### config.mk
export PLATFORM = sky130hd
export DESIGN_NAME = chip8_fetch
export DESIGN_NICKNAME = d
export VERILOG_FILES = /design/src/rtl/chip8_fetch.sv
export SDC_FILE = /design/constraint.sdc
export NUM_CORES = 1
export LEC_CHECK = 0
export CORE_MARGIN = 1
export CORE_UTILIZATION = 35
export DETAILED_ROUTE_END_ITERATION = 6
export PLACE_DENSITY = 0.68
export SYNTH_ARGS = -nofsm -noshare
export SYNTH_HDL_FRONTEND = slang
export SYNTH_SLANG_ARGS = --single-unit
### constraint.sdc
create_clock -name clk_in -period 2.4 [get_ports clk_in]
set_input_delay 0.48 -clock clk_in [delete_from_list [all_inputs] [get_ports clk_in]]
set_output_delay 0.48 -clock clk_in [all_outputs]
set_load 0.01 [all_outputs]
### src/rtl/chip8_fetch.sv
`default_nettype none
// +--------------------------------------------------------------------------+
// | chip8_fetch : CHIP-8 instruction fetch (PC, two-byte read, valid/ready)   |
// | Revision    : 1.0                                                        |
// +--------------------------------------------------------------------------+
module chip8_fetch #(
  parameter int                ADDR_W   = 12,
  parameter logic [ADDR_W-1:0] PC_RESET = 12'h200
) (
  input  logic              clk_in,
  input  logic              rst_n_in,
  input  logic              fetch_en,
  input  logic              pc_load,
  input  logic [ADDR_W-1:0] pc_load_val,
  output logic              mem_rd_en,
  output logic [ADDR_W-1:0] mem_addr,
  input  logic [7:0]        mem_rdata,
  output logic [15:0]       instr_out,
  output logic [ADDR_W-1:0] instr_pc,
  output logic              instr_valid,
  input  logic              instr_ready,
  output logic [ADDR_W-1:0] pc_out,
  output logic              busy
);

  localparam logic [2:0] S_IDLE   = 3'd0;
  localparam logic [2:0] S_RD_HI  = 3'd1;
  localparam logic [2:0] S_RD_LO  = 3'd2;
  localparam logic [2:0] S_CAP_LO = 3'd3;
  localparam logic [2:0] S_VALID  = 3'd4;

  logic [2:0]        state_q, state_d;
  logic [ADDR_W-1:0] pc_q, pc_d;
  logic [7:0]        hi_q, hi_d;
  logic [15:0]       instr_out_q, instr_out_d;
  logic [ADDR_W-1:0] instr_pc_q, instr_pc_d;
  logic              instr_valid_q, instr_valid_d;

  always_ff @(posedge clk_in or negedge rst_n_in) begin
    if (!rst_n_in) begin
      state_q       <= S_IDLE;
      pc_q          <= PC_RESET;
      hi_q          <= 8'h00;
      instr_out_q   <= 16'h0000;
      instr_pc_q    <= '0;
      instr_valid_q <= 1'b0;
    end else begin
      state_q       <= state_d;
      pc_q          <= pc_d;
      hi_q          <= hi_d;
      instr_out_q   <= instr_out_d;
      instr_pc_q    <= instr_pc_d;
      instr_valid_q <= instr_valid_d;
    end
  end

  // A redirect overrides every state and throws away any partially fetched opcode.
  always_comb begin
    state_d = state_q;
    case (state_q)
      S_IDLE:   if (fetch_en) state_d = S_RD_HI;
      S_RD_HI:  state_d = S_RD_LO;
      S_RD_LO:  state_d = S_CAP_LO;
      S_CAP_LO: state_d = S_VALID;
      S_VALID:  if (instr_ready) state_d = fetch_en ? S_RD_HI : S_IDLE;
      default:  state_d = S_IDLE;
    endcase
    if (pc_load) state_d = S_IDLE;
  end

  always_comb begin
    pc_d          = pc_q;
    hi_d          = hi_q;
    instr_out_d   = instr_out_q;
    instr_pc_d    = instr_pc_q;
    instr_valid_d = instr_valid_q;
    if (pc_load) begin
      pc_d          = pc_load_val;
      instr_valid_d = 1'b0;
    end else begin
      case (state_q)
        S_RD_LO:  hi_d = mem_rdata;
        S_CAP_LO: begin
          instr_out_d   = {hi_q, mem_rdata};
          instr_pc_d    = pc_q;
          instr_valid_d = 1'b1;
        end
        S_VALID: if (instr_ready) begin
          pc_d          = pc_q + ADDR_W'(2);
          instr_valid_d = 1'b0;
        end
        default: ;
      endcase
    end
  end

  always_comb begin
    mem_rd_en   = (state_q == S_RD_HI) || (state_q == S_RD_LO);
    mem_addr    = (state_q == S_RD_LO) ? pc_q + ADDR_W'(1) : pc_q;
    busy        = (state_q != S_IDLE);
    instr_out   = instr_out_q;
    instr_pc    = instr_pc_q;
    instr_valid = instr_valid_q;
    pc_out      = pc_q;
  end

endmodule
`default_nettype wire
=== Word-level counts from Yosys, hierarchy flattened ===
Index checks and enable logic that the tools add are counted.

* Register bits after elaboration: 52
* Output and inout port bits: 55
* Word-level logic and storage cells: 38

* Add/sub/neg operators: 2
* Eq/ne operators: 6
* Muxes and demuxes: 12
* Bitwise logic cells: 1
* Reduce and logical (&&, ||, !) cells: 11

{| class="wikitable"
|+ Operator list
! operator !! count
|-
| $mux W12 || 4
|-
| $pmux W3 S5 || 1
|-
| $add A12 B1 Y12 const B || 1
|-
| $add A12 B2 Y12 const B || 1
|-
| $reduce_and A2 Y1 || 5
|-
| $mux W3 || 3
|-
| $eq A3 B2 Y1 const B || 2
|-
| $ne A3 B3 Y1 const B || 2
|-
| $reduce_bool A3 Y1 || 2
|-
| $reduce_bool A2 Y1 || 2
|-
| $eq A3 B1 Y1 const B || 1
|-
| $eq A3 B3 Y1 const B || 1
|-
| $logic_not A3 Y1 || 1
|-
| $mux W1 || 3
|-
| $pmux W1 S2 || 1
|-
| $logic_or A1 B1 Y1 || 1
|-
| $not A1 Y1 || 1
|}

=== Depth between registers and ports, before layout ===
* Depth after elaboration: 4
* Mapped depth: 6

=== Worst setup path before layout ===
OpenSTA, ideal clock, no wires.

* Path type: reg-to-output
* Start: reg pc_q[1] (netlist: pc_out[1])
* End: out mem_addr[11]
* Data arrival time: 1529 ps
* Data required time: 1920 ps
* Path slack: 391 ps
* Cell stages (with the launch flop): 5
* Path through: dfrtp_1 -> ha_1 -> nand3_1 -> nor4_1 -> xor2_1

* Longest elaborated chain between the ends: 2

{| class="wikitable"
|+ Ends and longest elaborated chain
! element !! line !! source
|-
| start, declared || 33 || <nowiki>logic [ADDR_W-1:0] pc_q, pc_d;</nowiki>
|-
| start signal, assigned || 49 || <nowiki>pc_q <= pc_d;</nowiki>
|-
| $add A12 B1 Y12 || 99 || <nowiki>mem_addr = (state_q == S_RD_LO) ? pc_q + ADDR_W'(1) : pc_q;</nowiki>
|-
| $mux W12 || 99 ||
|-
| end, declared || 16 || <nowiki>output logic [ADDR_W-1:0] mem_addr,</nowiki>
|}

No other way between the ends.

=== Final worst setup path ===
* Start: reg pc_q[9] (netlist: pc_out[9])
* End: out mem_addr[11]

The elaborated chain is that of the path after synthesis.

==> impl_metrics.py <==
metrics = {
    "sta": {
        "worst_slew_margin_rel_pct": 58.1,
        "clock.fmax_mhz": 429,
        "final_hold_viol_count": 0,
        "worst_slack_ns": 0.0711,
        "setup_repair_after_global_routing_missed_its_margin": "false",
        "drv_slew": 0,
        "setup_skew_after_layout_ns": 0.00391,
        "tightestPinTransition_ns": 0.629,
        "period_share_pct": 97.0,
        "timing.final.crit_period_ns": 2.33,
        "final_setup_violation_count": 0,
    },
    "finish": {
        "final.fill_count": 627,
        "net_total_in_the_final_layout": 329,
        "most_common_library_cell_in_the_layout_ignoring_fill_and_taps": "sky130_fd_sc_hd__clkdlybuf4s50_1",
        "multiInputGateArea_um2": 1080,
        "num_antenna_cells": 0,
        "drive_above_1_share_pct": 29.0,
        "final_cell_mix": "sky130_fd_sc_hd__clkdlybuf4s50_1, sky130_fd_sc_hd__dfrtp_1, sky130_fd_sc_hd__mux2_2",
        "postLayoutCellArea_um2": 3570,
        "layout.area.seq_um2": 1300,
        "area_growth_syn_to_layout_pct": 45.8,
    },
    "floorplan": {
        "initial_utilization_pct": 36.1,
        "fp.dieArea_um2": 7340,
        "fp.dieH_um": 85.7,
        "placementRows": 30,
        "io-pin-count": 80,
        "core_area_um2": 6790,
        "die_x_um": 85.7,
    },
    "logic_synthesis": {
        "synth.distinct_cells": 30,
        "synthFlopType": "sky130_fd_sc_hd__dfrtp_1",
        "mappedNetlistArea_um2": 2450,
        "synthTopCellsByArea": "sky130_fd_sc_hd__dfrtp_1, sky130_fd_sc_hd__mux2_2, sky130_fd_sc_hd__xor2_1, sky130_fd_sc_hd__xnor2_1, sky130_fd_sc_hd__nand2_1",
        "synth_largest_area_cell": "sky130_fd_sc_hd__dfrtp_1",
        "syn-instance-count": 200,
        "synth.avg_cell_area_um2": 12.3,
        "async_reset_ff_share_pct": 100,
        "synth_top_cell_area_share_pct": 52.1,
        "synth_sequential_area_ratio_pct": 53.1,
        "ys_warn_count": 0,
        "net_count_after_synthesis": 227,
        "synth_edf_count": 0,
        "yosys_register_bits": 52,
    },
    "status": {
        "status": "finished, final reports clean",
    },
    "place": {
        "preCtsSetupSlack_ns": -0.0265,
        "detailed_place_hpwl_um": 4380,
        "placedInstanceArea_um2": 3480,
        "gp_congestion": 0.830,
        "place.port_buffers": 79,
    },
    "critical_path": {
        "arrival_time_of_the_worst_setup_path_ns": 1.85,
        "reg2regPathDepth": 5,
        "ff_to_ff_end": "instr_out[0]$_DFFE_PN0P_",
        "critical_path_class": "reg2out",
        "worst-endpoint-required_ns": 1.92,
        "critical_path.max_fanout": 7,
        "timing.critical_path.to_type": "output pin",
        "r2r-start": "state_q[0]$_DFFE_PN0P_",
        "rrSetupSlack_ns": 0.65,
        "timing.critical_path.from_type": "register",
    },
    "grt": {
        "grt_antenna_before_repair": 0,
        "aggregate_global_routing_overflow": 0,
        "grt_pass1_wl_um": 9430,
        "largest_net_degree_at_the_start_of_global_routing": 28,
        "groute.usage.overall_pct": 16.6,
        "vias_in_the_first_global_route": 1918,
    },
    "power": {
        "leakagePower_nw": 1.53,
        "power.ir.vdd_worst_uv": 400,
        "power_per_cell_area_nw_per_um2": 793,
    },
    "clock_network": {
        "postCtsHoldBufs": 0,
        "cts_num_sinks": 52,
        "worst_skew_pair.late_latency_ns": 0.31,
        "cts_made_buffers": 5,
        "clk_path_buf_depth": 2,
        "clk_pin_slew_worst_paths_ns": 0.10,
        "clock-root-buffer": "sky130_fd_sc_hd__clkbuf_8",
        "cts_tree": "done",
        "cts_htree_levels": 2,
    },
    "routing": {
        "dr.first_iter.drc_count": 58,
        "routed-via-count": 1879,
        "routedWlPerCell_um": 14.5,
        "viasPerCell": 4.71,
        "ant_nets": 0,
        "detail_route.drc_violations": 0,
        "totalWireLength_um": 5780,
        "drt_pre_antenna_iters": 4,
    },
    "hold_path": {
        "min-delay-path-class": "in2async",
    },
    "run": {
        "max_capacitance_violation_count": 0,
    },
}
## critical path, cell delays in order, from the launching register on
cell	delay, ns
sky130_fd_sc_hd__dfstp_2	0.62
sky130_fd_sc_hd__nand3_1	0.15
sky130_fd_sc_hd__nor4_2	0.34
sky130_fd_sc_hd__xor2_1	0.16
sky130_fd_sc_hd__dlygate4sd2_1	0.28
## state kept, by name, summed over array words and instances (netlist names)
register     cells
instr_out       16
instr_pc        12
pc_out          12
hi_q             8
state_q          3
instr_valid      1
## stage by stage
stage	std cells	hold slack [ns]	TNS [ns]	utilization, %	total power, mW
detailed placement	390	0.491	-0.0265	51.2	2.37
floorplan	200	0.184	0	-	1.74
CTS	398	0.200	-0.0137	52.7	2.88
global route	399	0.212	0	52.6	3.01
finish	399	0.178	0	52.6	2.84
global placement	390	0.482	0	51.2	2.33
## repair_timing
| item | 4_1_cts | 5_1_grt |
|---|---|---|
| gates resized for setup | 17 | 7 |
| setup buffers | 0 | 1 |
| hold endpoints to repair | 0 | 0 |
| endpoints found under the setup margin | 11 | 4 |
| pin swaps | 3 | 2 |
## cell families after synthesis
family,count (synthesis),synth area share [%]
and+or+nand+nor,54,13.1
DFF,52,53.1
muxes,39,17.9
xor gates and xnor gates,22,7.86
buffers and inverters,16,3.88
AOI/OAI and AO/OA,15,3.11
adders and majority gates,2,1.02
## cell type report
class | count | area share, %
sequential | 52 | 36.4
multi-input combinational | 132 | 30.1
timing repair buffer | 107 | 27.2
tap | 96 | 3.36
clock buffer | 5 | 1.93
clock inverter | 3 | 0.595
inverter | 4 | 0.420
## routing by layer
| metal | global-route usage [%] | part of all wire [%] | vias up | wire length [um] |
|---|---|---|---|---|
| met2 | 27.3 | 49 | 45 | 2860 |
| met4 | 5.00 | 1.2 | 0 | 67 |
| met5 | 0 | 0 | - | 0 |
| met1 | 22.3 | 46 | 927 | 2640 |
| li1 | - | - | 900 | - |
| met3 | 3.08 | 3.7 | 7 | 213 |
## synthesized netlist by cell type (all sizes together) (4+ instances only)
cell and number:
nor4 5, mux2 38, nor2 6, dfrtp 51, xnor2 9, inv 4, nand3 9, xor2 13
buf 9, nand4 5, nand2 17, o21ai 11
## report_power, final
group | leakage (nW) | switching, mW | internal, mW | total, mW
Sequential | 0.652 | 0.141 | 1.14 | 1.28
Clock | 0.0445 | 0.305 | 0.208 | 0.513
Combinational | 0.832 | 0.383 | 0.656 | 1.04
## worst max-delay path by stage
stage | to | startpoint | cells past startpoint
4_1_cts | mem_addr[9] | state_q[0]$_DFFE_PN0P_ | 5
6_report | mem_addr[11] | pc_out[9]$_DFFE_PN1P_ | 4
3_3_place_gp | mem_addr[10] | state_q[2]$_DFFE_PN0P_ | 6
3_5_place_dp | mem_addr[10] | state_q[2]$_DFFE_PN0P_ | 6
2_1_floorplan | mem_addr[11] | pc_out[1]$_DFFE_PN0P_ | 4
5_1_grt | mem_addr[0] | state_q[0]$_DFFE_PN0P_ | 4
Power figures use the tool's default switching activity.
